**config.mk**
```make
export PLATFORM = sky130hd
export DESIGN_NAME = mips_lsu_flat
export DESIGN_NICKNAME = d
export VERILOG_FILES = /design/src/rtl/mips_lsu_if.sv /design/src/rtl/mips_lsu.sv /design/src/flat_wrapper.sv
export SDC_FILE = /design/constraint.sdc
export NUM_CORES = 1
export LEC_CHECK = 0
export ABC_AREA = 1
export BUFFER_PORTS_ARGS = -buffer_cell sky130_fd_sc_hd__buf_2
export CELL_PAD_IN_SITES_DETAIL_PLACEMENT = 0
export CELL_PAD_IN_SITES_GLOBAL_PLACEMENT = 1
export CORE_MARGIN = 4
export CORE_UTILIZATION = 35
export DETAILED_ROUTE_END_ITERATION = 6
export GPL_TIMING_DRIVEN = 1
export PLACE_DENSITY = 0.91
export SYNTH_ARGS = -nofsm -noshare
export SYNTH_HDL_FRONTEND = slang
export SYNTH_SLANG_ARGS = --single-unit
export TNS_END_PERCENT = 20
```
**constraint.sdc**
```tcl
create_clock -name i_clk -period 2.57 [get_ports i_clk]
set_input_delay 0.1285 -clock i_clk [delete_from_list [all_inputs] [get_ports i_clk]]
set_output_delay 0.1285 -clock i_clk [all_outputs]
set_load 0.01 [all_outputs]
```
**src/rtl/mips_lsu_if.sv**
```systemverilog
// Core-side request/response and data-memory bus bundle for mips_lsu.
// slave = the load/store unit, master = core plus memory environment.
interface mips_lsu_if;
    logic        req_valid;
    logic        req_ready;
    logic        req_write;
    logic [2:0]  req_op;
    logic [31:0] req_addr;
    logic [31:0] req_wdata;
    logic [31:0] req_rt_old;
    logic        resp_valid;
    logic [31:0] resp_rdata;
    logic        resp_error;
    logic        busy;
    logic [31:0] data_address;
    logic        data_read;
    logic        data_write;
    logic [3:0]  data_byteenable;
    logic [31:0] data_writedata;
    logic [31:0] data_readdata;
    logic        data_waitrequest;

    modport slave (
        input  req_valid, req_write, req_op, req_addr, req_wdata, req_rt_old,
        input  data_readdata, data_waitrequest,
        output req_ready, resp_valid, resp_rdata, resp_error, busy,
        output data_address, data_read, data_write, data_byteenable, data_writedata
    );

    modport master (
        output req_valid, req_write, req_op, req_addr, req_wdata, req_rt_old,
        output data_readdata, data_waitrequest,
        input  req_ready, resp_valid, resp_rdata, resp_error, busy,
        input  data_address, data_read, data_write, data_byteenable, data_writedata
    );
endinterface

```
**src/rtl/mips_lsu.sv**
```systemverilog
// MIPS load/store unit: lane alignment, byte enables, load extension, wait/timeout bus FSM.
// Define MIPS_LSU_LWLR_EN to support LWL/LWR; otherwise ops 010/110 are rejected.
module mips_lsu #(
    parameter int unsigned WAIT_TIMEOUT = 255
) (
    input  logic       i_clk,
    input  logic       i_reset,
    input  logic       i_clk_enable,
    mips_lsu_if.slave  io_lsu
);
    localparam logic [15:0] TimeoutLast = 16'(WAIT_TIMEOUT - 1);

    typedef enum logic [1:0] {StIdle, StAccess, StResp} state_t;

    state_t      r_state;
    logic        r_write;
    logic [2:0]  r_op;
    logic [1:0]  r_addr_lo;
    logic [15:0] r_cnt;
    logic        r_data_read;
    logic        r_data_write;
    logic [31:0] r_address;
    logic [3:0]  r_be;
    logic [31:0] r_wdata;
    logic        r_resp_valid;
    logic        r_resp_error;
    logic [31:0] r_resp_rdata;

    logic        w_req_err;
    logic [3:0]  w_be;
    logic [31:0] w_wdata;
    logic [7:0]  w_byte;
    logic [15:0] w_half;
    logic [31:0] w_load;
    logic        w_timeout;

`ifdef MIPS_LSU_LWLR_EN
    logic [31:0] r_rt_old;
`else
    logic        w_unused_rt_old;
    assign w_unused_rt_old = ^io_lsu.req_rt_old;
`endif

    always_comb begin
        w_req_err = 1'b0;
        case (io_lsu.req_op)
            3'b111:         w_req_err = 1'b1;
            3'b001, 3'b101: w_req_err = io_lsu.req_addr[0];
            3'b011:         w_req_err = (io_lsu.req_addr[1:0] != 2'b00);
`ifndef MIPS_LSU_LWLR_EN
            3'b010, 3'b110: w_req_err = 1'b1;
`endif
            default:        w_req_err = 1'b0;
        endcase
        if (io_lsu.req_write && !(io_lsu.req_op inside {3'b000, 3'b001, 3'b011})) begin
            w_req_err = 1'b1;
        end
    end

    always_comb begin
        w_be    = 4'b1111;
        w_wdata = 32'h0;
        if (io_lsu.req_write) begin
            case (io_lsu.req_op)
                3'b000: begin
                    w_be    = 4'b0001 << io_lsu.req_addr[1:0];
                    w_wdata = {4{io_lsu.req_wdata[7:0]}};
                end
                3'b001: begin
                    w_be    = io_lsu.req_addr[1] ? 4'b1100 : 4'b0011;
                    w_wdata = {2{io_lsu.req_wdata[15:0]}};
                end
                default: w_wdata = io_lsu.req_wdata;
            endcase
        end
    end

    // Formatting uses the latched op/offset against the live read data.
    always_comb begin
        w_byte = 8'(io_lsu.data_readdata >> {r_addr_lo, 3'b000});
        w_half = r_addr_lo[1] ? io_lsu.data_readdata[31:16] : io_lsu.data_readdata[15:0];
        w_load = io_lsu.data_readdata;
        case (r_op)
            3'b000: w_load = {{24{w_byte[7]}}, w_byte};
            3'b100: w_load = {24'h0, w_byte};
            3'b001: w_load = {{16{w_half[15]}}, w_half};
            3'b101: w_load = {16'h0, w_half};
`ifdef MIPS_LSU_LWLR_EN
            3'b010: w_load = (io_lsu.data_readdata << {~r_addr_lo, 3'b000})
                           | (r_rt_old & ((32'h1 << {~r_addr_lo, 3'b000}) - 32'h1));
            3'b110: w_load = (io_lsu.data_readdata >> {r_addr_lo, 3'b000})
                           | (r_rt_old & ~(32'hFFFF_FFFF >> {r_addr_lo, 3'b000}));
`endif
            default: w_load = io_lsu.data_readdata;
        endcase
    end

    // Timeout takes priority over a completion on the same edge.
    assign w_timeout = io_lsu.data_waitrequest && (r_cnt == TimeoutLast);

    always_ff @(posedge i_clk or negedge i_reset) begin
        if (!i_reset) begin
            r_state      <= StIdle;
            r_write      <= 1'b0;
            r_op         <= 3'b000;
            r_addr_lo    <= 2'b00;
            r_cnt        <= 16'h0;
            r_data_read  <= 1'b0;
            r_data_write <= 1'b0;
            r_address    <= 32'h0;
            r_be         <= 4'h0;
            r_wdata      <= 32'h0;
            r_resp_valid <= 1'b0;
            r_resp_error <= 1'b0;
            r_resp_rdata <= 32'h0;
`ifdef MIPS_LSU_LWLR_EN
            r_rt_old     <= 32'h0;
`endif
        end else if (i_clk_enable) begin
            case (r_state)
                StIdle: begin
                    r_resp_valid <= 1'b0;
                    r_resp_error <= 1'b0;
                    r_resp_rdata <= 32'h0;
                    if (io_lsu.req_valid) begin
                        r_write   <= io_lsu.req_write;
                        r_op      <= io_lsu.req_op;
                        r_addr_lo <= io_lsu.req_addr[1:0];
`ifdef MIPS_LSU_LWLR_EN
                        r_rt_old  <= io_lsu.req_rt_old;
`endif
                        if (w_req_err) begin
                            r_state      <= StResp;
                            r_resp_valid <= 1'b1;
                            r_resp_error <= 1'b1;
                        end else begin
                            r_state      <= StAccess;
                            r_cnt        <= 16'h0;
                            r_data_read  <= !io_lsu.req_write;
                            r_data_write <= io_lsu.req_write;
                            r_address    <= {io_lsu.req_addr[31:2], 2'b00};
                            r_be         <= w_be;
                            r_wdata      <= w_wdata;
                        end
                    end
                end
                StAccess: begin
                    if (w_timeout || !io_lsu.data_waitrequest) begin
                        r_state      <= StResp;
                        r_cnt        <= 16'h0;
                        r_data_read  <= 1'b0;
                        r_data_write <= 1'b0;
                        r_address    <= 32'h0;
                        r_be         <= 4'h0;
                        r_wdata      <= 32'h0;
                        r_resp_valid <= 1'b1;
                        r_resp_error <= w_timeout;
                        r_resp_rdata <= (w_timeout || r_write) ? 32'h0 : w_load;
                    end else begin
                        r_cnt <= r_cnt + 16'h1;
                    end
                end
                StResp: begin
                    r_state      <= StIdle;
                    r_resp_valid <= 1'b0;
                    r_resp_error <= 1'b0;
                    r_resp_rdata <= 32'h0;
                end
                default: r_state <= StIdle;
            endcase
        end
    end

    assign io_lsu.req_ready       = (r_state == StIdle);
    assign io_lsu.busy            = (r_state != StIdle);
    assign io_lsu.resp_valid      = r_resp_valid;
    assign io_lsu.resp_error      = r_resp_error;
    assign io_lsu.resp_rdata      = r_resp_rdata;
    assign io_lsu.data_address    = r_address;
    assign io_lsu.data_read       = r_data_read;
    assign io_lsu.data_write      = r_data_write;
    assign io_lsu.data_byteenable = r_be;
    assign io_lsu.data_writedata  = r_wdata;
endmodule

```
**src/flat_wrapper.sv**
```systemverilog
// flat-port wrapper written by rule: the top's interface ports become plain ports
module mips_lsu_flat 
#(
    parameter int unsigned WAIT_TIMEOUT = 255
)
  (i_clk, i_reset, i_clk_enable, io_lsu_req_valid, io_lsu_req_write, io_lsu_req_op, io_lsu_req_addr, io_lsu_req_wdata, io_lsu_req_rt_old, io_lsu_data_readdata, io_lsu_data_waitrequest, io_lsu_req_ready, io_lsu_resp_valid, io_lsu_resp_rdata, io_lsu_resp_error, io_lsu_busy, io_lsu_data_address, io_lsu_data_read, io_lsu_data_write, io_lsu_data_byteenable, io_lsu_data_writedata);
  mips_lsu_if io_lsu_i ();
  input  logic i_clk;
  input  logic i_reset;
  input  logic i_clk_enable;
  input wire logic [$bits(io_lsu_i.req_valid)-1:0] io_lsu_req_valid;
  input wire logic [$bits(io_lsu_i.req_write)-1:0] io_lsu_req_write;
  input wire logic [$bits(io_lsu_i.req_op)-1:0] io_lsu_req_op;
  input wire logic [$bits(io_lsu_i.req_addr)-1:0] io_lsu_req_addr;
  input wire logic [$bits(io_lsu_i.req_wdata)-1:0] io_lsu_req_wdata;
  input wire logic [$bits(io_lsu_i.req_rt_old)-1:0] io_lsu_req_rt_old;
  input wire logic [$bits(io_lsu_i.data_readdata)-1:0] io_lsu_data_readdata;
  input wire logic [$bits(io_lsu_i.data_waitrequest)-1:0] io_lsu_data_waitrequest;
  output wire logic [$bits(io_lsu_i.req_ready)-1:0] io_lsu_req_ready;
  output wire logic [$bits(io_lsu_i.resp_valid)-1:0] io_lsu_resp_valid;
  output wire logic [$bits(io_lsu_i.resp_rdata)-1:0] io_lsu_resp_rdata;
  output wire logic [$bits(io_lsu_i.resp_error)-1:0] io_lsu_resp_error;
  output wire logic [$bits(io_lsu_i.busy)-1:0] io_lsu_busy;
  output wire logic [$bits(io_lsu_i.data_address)-1:0] io_lsu_data_address;
  output wire logic [$bits(io_lsu_i.data_read)-1:0] io_lsu_data_read;
  output wire logic [$bits(io_lsu_i.data_write)-1:0] io_lsu_data_write;
  output wire logic [$bits(io_lsu_i.data_byteenable)-1:0] io_lsu_data_byteenable;
  output wire logic [$bits(io_lsu_i.data_writedata)-1:0] io_lsu_data_writedata;
  assign io_lsu_i.req_valid = io_lsu_req_valid;
  assign io_lsu_i.req_write = io_lsu_req_write;
  assign io_lsu_i.req_op = io_lsu_req_op;
  assign io_lsu_i.req_addr = io_lsu_req_addr;
  assign io_lsu_i.req_wdata = io_lsu_req_wdata;
  assign io_lsu_i.req_rt_old = io_lsu_req_rt_old;
  assign io_lsu_i.data_readdata = io_lsu_data_readdata;
  assign io_lsu_i.data_waitrequest = io_lsu_data_waitrequest;
  assign io_lsu_req_ready = io_lsu_i.req_ready;
  assign io_lsu_resp_valid = io_lsu_i.resp_valid;
  assign io_lsu_resp_rdata = io_lsu_i.resp_rdata;
  assign io_lsu_resp_error = io_lsu_i.resp_error;
  assign io_lsu_busy = io_lsu_i.busy;
  assign io_lsu_data_address = io_lsu_i.data_address;
  assign io_lsu_data_read = io_lsu_i.data_read;
  assign io_lsu_data_write = io_lsu_i.data_write;
  assign io_lsu_data_byteenable = io_lsu_i.data_byteenable;
  assign io_lsu_data_writedata = io_lsu_i.data_writedata;
  mips_lsu #(.WAIT_TIMEOUT(WAIT_TIMEOUT)) u_core (.i_clk(i_clk), .i_reset(i_reset), .i_clk_enable(i_clk_enable), .io_lsu(io_lsu_i));
endmodule
```
==> metrics.md, run 1 <==
| Metric | Value |
|---|---|
| Max Fclk | `469 MHz` |
| Worst Slack Setup Final | `0.438 ns` |
| Routed WL | `21,500 µm` |
| Crit path largest cell delay | `0.38 ns` |
| H-tree levels | `4` |
| Cell taking the most area after synthesis | `dfrtp_1` |
| PortBufs | `208` |
| Finished Cell Area | `9110 µm²` |
| Ys Warns | `0` |
| HP Start | `io_lsu_req_wdata[23]` |
| Postcts setup bufs | `0` |
| Critical path launch point | `u_core.r_state[0]$_DFFE_PN0P_` |
| CTS tree | `done` |
| Min-Delay Path Class | `input pin to register` |
| DR vias/cell | `4.79` |
| CTS root buf | `clkbuf_16` |
| Final period util | `82.9%` |
| Crit-path cells | `inv_1 > ha_1 > or2_1 > buf_4 > inv_1 > o21ai_0 > nor2_1 > nand2_1 > o21ai_1` |
| Clock sinks | `126` |
| LEAKAGE | `0.00493 µW` |
| WP data required | `2.91 ns` |
| Initial DRC count | `549` |
| Antenna-violating nets left | `0` |
| Worst-Margin Slew | `0.703 ns` |
| Drt drc | `0` |
| Delay-heaviest family, CP | `buffers and inverters` |
| NumNets Final | `1,318` |
| Num CTS Buffers | `17` |
| R2R cell count | `9` |
| Post-DR wirelength/cell | `14.8 µm` |
| FF+latch count, synth | `126` |
| Critical path buffers and inverters | `3` |
| Proportion of layout cells with a drive suffix above 1 | `24.7%` |
| Ports | `243` |
| Synth area leaders | `dfrtp_1, nand2_1, o21ai_0, nand3_1, nor2_1` |
| Max_cap viols | `0` |
| ANT cells | `0` |
| Initial cell density of the core | `36.0%` |
| Clk pwr share | `23.5%` |
| Cts repair resizes | `0` |
| Die ar. | `21,800 µm²` |
| Die Ht | `148 µm` |
| Hold slack | `0.0346 ns` |
| Gr usage total | `19.7%` |
| Final Setup Violations | `0` |
| P&R area growth vs syn | `33.5%` |
| Startpoint Class | `register` |
| Part of the power in combinational logic | `43.9%` |
| Pint | `5730 µW` |
| NetSw | `4290 µW` |
| Critical path class | `register to register` |
| Slowest-stage cell, CP | `dfrtp_1` |
| DR pass1 iterations | `5` |
| Hold_buf cts | `39` |
| Final min period | `2.13 ns` |
| Cells after Synth | `938` |
| Relative slew slack | `53.0%` |
| Post-Place Setup Slack | `0.480 ns` |
| Core ar. | `19,000 µm²` |
| GP Congestion | `0.856` |
| Worst-Skew Late Latency | `0.41 ns` |
| Post-DP HPWL | `15,400 µm` |
| Clk slew on worst S/H paths | `0.06 ns` |
| Peak VDD IR | `0.514 mV` |
| Switching part of the total | `42.8%` |
| Vias in the first global route | `6,733` |
| Placed Area | `8150 µm²` |
| Slew Limit Fails | `0` |
| Vias | `6,940` |
| Endpoints failing hold | `0` |
| Antenna violations before repair | `0` |
| Pin count of the biggest net entering global routing | `55` |
| Sequential power share | `32.5%` |
| First-pass GRT wire length | `34,800 µm` |
| Status | `completed` |
| CP most frequent cell | `inv_1` |
| Yosys cell types | `34` |
| CP arrival | `2.47 ns` |
| Total congestion overflow | `0` |
| RSZ-0062 raised after global routing | `no` |
| Sequential area share after synthesis | `46.2%` |
| Cell area after technology mapping | `6830 µm²` |
| R2R Path Start | `u_core.r_state[0]$_DFFE_PN0P_` |
| Crit. End Element | `register` |
| CTS max path bufs | `2` |
| Power density over the cells | `1100 nW/µm²` |
| Skew final | `0.00858 ns` |
| Crit path max fanout | `19` |
| Chip Width | `148 µm` |
| Site Rows | `50` |
| Critical path depth | `9` |
| Share of the synthesized area in the top cell type | `46.2%` |
| Hold Crit Depth | `5` |
| TNS Setup | `0 ns` |
| Synth Area per Inst | `7.28 µm²` |
synth_stat cells, drive strengths merged:
library cell and n:
inv 67, clkbuf 27, nand2 337, a22oi 11
nor3b 2, buf 23, a21oi 14, nand3 85
o21bai 3, o22ai 1, nand4 14, conb 1
o2111ai 8, clkinv 2, xor2 3, o21a 1
ha 6, nor3 3, or2 5, o21ai 94
nand3b 1, dfrtp 126, nor2 104
power groups by stage:
stage	logic (µW)	clock network (µW)	registers, µW
CTS	4450	2400	3260
finish	4410	2360	3260
global route	4970	2490	3380
global placement	4350	0	3260
floorplan	2430	0	3580
detailed placement	4410	0	3260
cell families (layout without fill, tap and decap cells):
family,count (synthesis),after routing,share of synthesized area [%]
adders and majority gates,6,6,1.10
buffers and inverters,119,368,7.48
and+or+nand+nor,551,551,34.1
xor gates and xnor gates,3,3,0.385
AOI/OAI and AO/OA,132,132,10.7
DFF,126,126,46.2
other,1,2,0.0549
flip-flops by register name, indices dropped and copies added, names as in the netlist:
name                           cells
u_core.r_addr_lo                   2
u_core.io_lsu.data_read            1
u_core.io_lsu.data_address        30
u_core.r_write                     1
u_core.io_lsu.data_byteenable      4
u_core.r_cnt                      16
u_core.io_lsu.resp_error           1
u_core.io_lsu.resp_rdata          32
u_core.r_state                     2
u_core.io_lsu.data_writedata      32
u_core.io_lsu.resp_valid           1
u_core.io_lsu.data_write           1
u_core.r_op                        3
worst reg2reg max path, delay by kind of cell (launching register included):
kind                       cells  cell delay [ns]
AOI/OAI and AO/OA              2             0.28
and+or+nand+nor                3             0.46
DFF                            1             0.38
adders and majority gates      1             0.26
buffers and inverters          3             0.67
through the flow:
step           std cells  utilization, %  total power [µW]
3_3_place_gp        1377            43.0              7610
6_report            1448            48.1             10000
5_1_grt             1448            48.1             10800
2_1_floorplan        939               -              6010
4_1_cts             1448            48.1             10100
3_5_place_dp        1377            43.0              7670
final cells by class:
class | count | area [µm²]
Clock buffer | 17 | 425
Clock inverter | 15 | 151
Fill cell | 1884 | 9840
Inverter | 69 | 259
Multi-Input combinational cell | 694 | 3170
Sequential cell | 126 | 3150
Tap cell | 260 | 325
Timing Repair Buffer | 267 | 1630
metal layers:
| metal | track usage (%) | part of all wire, % | vias up |
|---|---|---|---|
| li1 | - | - | 3489 |
| met1 | 26.2 | 44 | 3150 |
| met2 | 30.7 | 45 | 273 |
| met3 | 6.16 | 8.6 | 28 |
| met4 | 6.57 | 2.1 | 0 |
| met5 | 0 | 0 | - |
final timing paths:
| kind | slack, ns | to |
|---|---|---|
| max | 0.44 | u_core.io_lsu.resp_rdata[4]$_DFFE_PN0P_ |
| min | 0.03 | u_core.io_lsu.data_writedata[23]$_DFFE_PN0P_ |
| max reg2reg | 0.44 | u_core.io_lsu.resp_rdata[4]$_DFFE_PN0P_ |
| min reg2reg | 0.47 | u_core.io_lsu.data_address[28]$_DFFE_PN0P_ |
| max in group asynchronous | 1.57 | u_core.io_lsu.data_writedata[14]$_DFFE_PN0P_ |
| min in group asynchronous | 0.31 | u_core.io_lsu.resp_rdata[28]$_DFFE_PN0P_ |
cells in the final DEF (no fill, tap or decap), types with 17 or more instances in the layout:
cell type	count
clkbuf_16	17
nor2_1	89
nand2_1	333
o21ai_0	88
buf_2	207
dlygate4sd3_1	39
nand3_1	81
dfrtp_1	126
buf_4	17
inv_1	60
Note: power is estimated with default switching activity, not from simulation.
==> inputs of run 2 (changes only) <==
==> constraint.sdc (replaced) <==
create_clock -name i_clk -period 2.1 [get_ports i_clk]
set_input_delay 0.105 -clock i_clk [delete_from_list [all_inputs] [get_ports i_clk]]
set_output_delay 0.105 -clock i_clk [all_outputs]
set_load 0.01 [all_outputs]
==> metrics.md, run 2 (synthesized netlist as in run 1, its figures left out) <==
| Metric | Value |
|---|---|
| Die ar. | `21,800 µm² (unchanged)` |
| Fin util | `48.5% (+0.40 points)` |
| Finished Cell Area | `9190 µm² (+0.84%)` |
| Site Rows | `50 (unchanged)` |
| Max Fclk | `510 MHz (+8.8%)` |
| Antenna violations before repair | `0 (unchanged)` |
| Critical path class | `register to register` |
| Met2 Track Usage GR | `31.4% (+0.67 points)` |
| Min-Delay Path Class | `input pin to register` |
| DR pass1 iterations | `5 (unchanged)` |
| TNS Setup | `0 ns (unchanged)` |
| Core ar. | `19,000 µm² (unchanged)` |
| Commonest non-fill, non-tap cell in the layout | `nand2_1` |
| CTS max path bufs | `2 (unchanged)` |
| Pin count of the biggest net entering global routing | `89 (+62%)` |
| GR met1 Demand/Resource | `26.1% (-0.15 points)` |
| GP Congestion | `0.897 (+4.8%)` |
| P&R area growth vs syn | `34.6%` |
| Slowest-stage cell, CP | `dfrtp_1` |
| Met3 Usage GRT | `6.32% (+0.15 points)` |
| Antenna-violating nets left | `0 (unchanged)` |
| Final Setup Violations | `0 (unchanged)` |
| Peak VDD IR | `0.716 mV (+39%)` |
| Clock sinks | `126 (unchanged)` |
| Placed Area | `8190 µm² (+0.58%)` |
| Ports | `243 (unchanged)` |
| Die Ht | `148 µm (unchanged)` |
| Crit path max fanout | `88 (+69)` |
| Slew Limit Fails | `0 (unchanged)` |
| Drt drc | `0 (unchanged)` |
| Vias in the first global route | `6,730 (-0.045%)` |
| Hold slack | `0.0238 ns (-0.0108 ns)` |
| Startpoint Class | `register` |
| Crit-path cells | `inv_1 > ha_2 > inv_1 > o21ai_1 > a21oi_1 > nand2_1 > inv_2 > nand2_2 > buf_16 > o21ai_0` |
| Crit. End Element | `register` |
| Post-DR wirelength/cell | `14.8 µm (about the same)` |
| Final min period | `1.96 ns (-0.172 ns)` |
| WP data required | `2.38 ns (-0.53 ns)` |
| CTS root buf | `clkbuf_16` |
| Total Power | `12,300 µW (+23%)` |
| FILL cells | `1,918 (+1.8%)` |
| Crit path largest cell delay | `0.40 ns (+0.02 ns)` |
| Endpoints failing hold | `0 (unchanged)` |
| NumNets Final | `1,322 (+0.30%)` |
| Final period util | `93.3% (+10 points)` |
| Power density over the cells | `1340 nW/µm² (+22%)` |
| Vias | `6,996 (+0.81%)` |
| Gr usage total | `19.8% (+0.081 points)` |
| Max_cap viols | `0 (unchanged)` |
| Initial DRC count | `497 (-9.5%)` |
| Postcts setup bufs | `0 (unchanged)` |
| CP most frequent cell | `inv_1` |
| Post-DP HPWL | `15,400 µm (+0.24%)` |
| CTS tree | `done` |
| PortBufs | `208 (unchanged)` |
| RSZ-0062 raised after global routing | `no` |
| CP arrival | `2.24 ns (-0.23 ns)` |
| Status | `completed` |
| Proportion of layout cells with a drive suffix above 1 | `25.0% (+0.25 points)` |
| DR vias/cell | `4.81 (+0.46%)` |
| GRT busiest layer | `met2` |
| Total congestion overflow | `0 (unchanged)` |
| Num CTS Buffers | `17 (unchanged)` |
| Routed WL | `21,600 µm (+0.28%)` |
| Clk slew on worst S/H paths | `0.06 ns (about the same)` |
| H-tree levels | `4 (unchanged)` |
| Skew final | `0.0109 ns (+0.00231 ns)` |
| Most frequent cells in the layout | `nand2_1, buf_2, dfrtp_1` |
| LEAKAGE | `0.00497 µW (+0.75%)` |
| Initial cell density of the core | `36.0% (unchanged)` |
| First-pass GRT wire length | `34,900 µm (+0.22%)` |
| Worst-Skew Late Latency | `0.41 ns (about the same)` |
| Chip Width | `148 µm (unchanged)` |
run 2: final timing paths:
| check | endpoint | cells past startpoint | slack (ns) | from |
|---|---|---|---|---|
| min in group asynchronous | u_core.io_lsu.resp_rdata[23]$_DFFE_PN0P_ | 2 | 0.06 | i_reset |
| max in group asynchronous | u_core.io_lsu.data_writedata[2]$_DFFE_PN0P_ | 3 | 1.47 | i_reset |
| max | u_core.io_lsu.data_writedata[26]$_DFFE_PN0P_ | 10 | 0.14 | u_core.r_state[0]$_DFFE_PN0P_ |
| min reg2reg | u_core.io_lsu.data_address[12]$_DFFE_PN0P_ | 2 | 0.47 | u_core.io_lsu.data_address[12]$_DFFE_PN0P_ |
| min | u_core.io_lsu.data_writedata[23]$_DFFE_PN0P_ | 5 | 0.02 | io_lsu_req_wdata[23] |
| max reg2reg | u_core.io_lsu.data_writedata[26]$_DFFE_PN0P_ | 10 | 0.14 | u_core.r_state[0]$_DFFE_PN0P_ |
run 2: final cells by class:
cell class	instances	area, µm²	share of cell area [%]
inverters	69	259	2.82
clock inverters	15	140	1.52
repair buffers	271	1700	18.5
flip-flops and latches	126	3150	34.3
diodes	1	2.50	0.0272
well taps	260	325	3.54
clock buffers	17	425	4.63
multi-input cells	694	3190	34.7
run 2: power by group:
group / internal [µW] / switching [µW] / total, µW / leakage, µW
Clock: 1570 / 1250 / 2820 / 0.000278
Sequential: 3410 / 590 / 4000 / 0.00166
Combinational: 2050 / 3460 / 5510 / 0.00303
run 2: timing repair:
| item | 4_1_cts | 5_1_grt |
|---|---|---|
| endpoints found under the setup margin | 0 | 40 |
| endpoints found under the hold margin | 165 | 0 |
| resized for setup | 0 | 5 |
| hold buffers | 40 | 0 |
run 2: stage by stage:
stage               setup slack, ns  std cells
detailed placement            0.145       1380
floorplan                     0.259        939
global route                0.00465       1452
global placement              0.206       1380
finish                        0.140       1453
CTS                           0.123       1452
run 2: per-layer routing:
layer  wire length [µm]  up-vias
met4                301        0
li1                   -     3505
met2               9930      259
met5                  0        -
met3               1970       21
met1               9340     3211
run 2: worst max-delay path, delay by kind of cell (launching register included):
kind	cells	cell delay [ns]
AOI/OAI and AO/OA	3	0.37
adders and majority gates	1	0.22
buffers and inverters	4	0.54
DFF	1	0.40
and+or+nand+nor	2	0.22
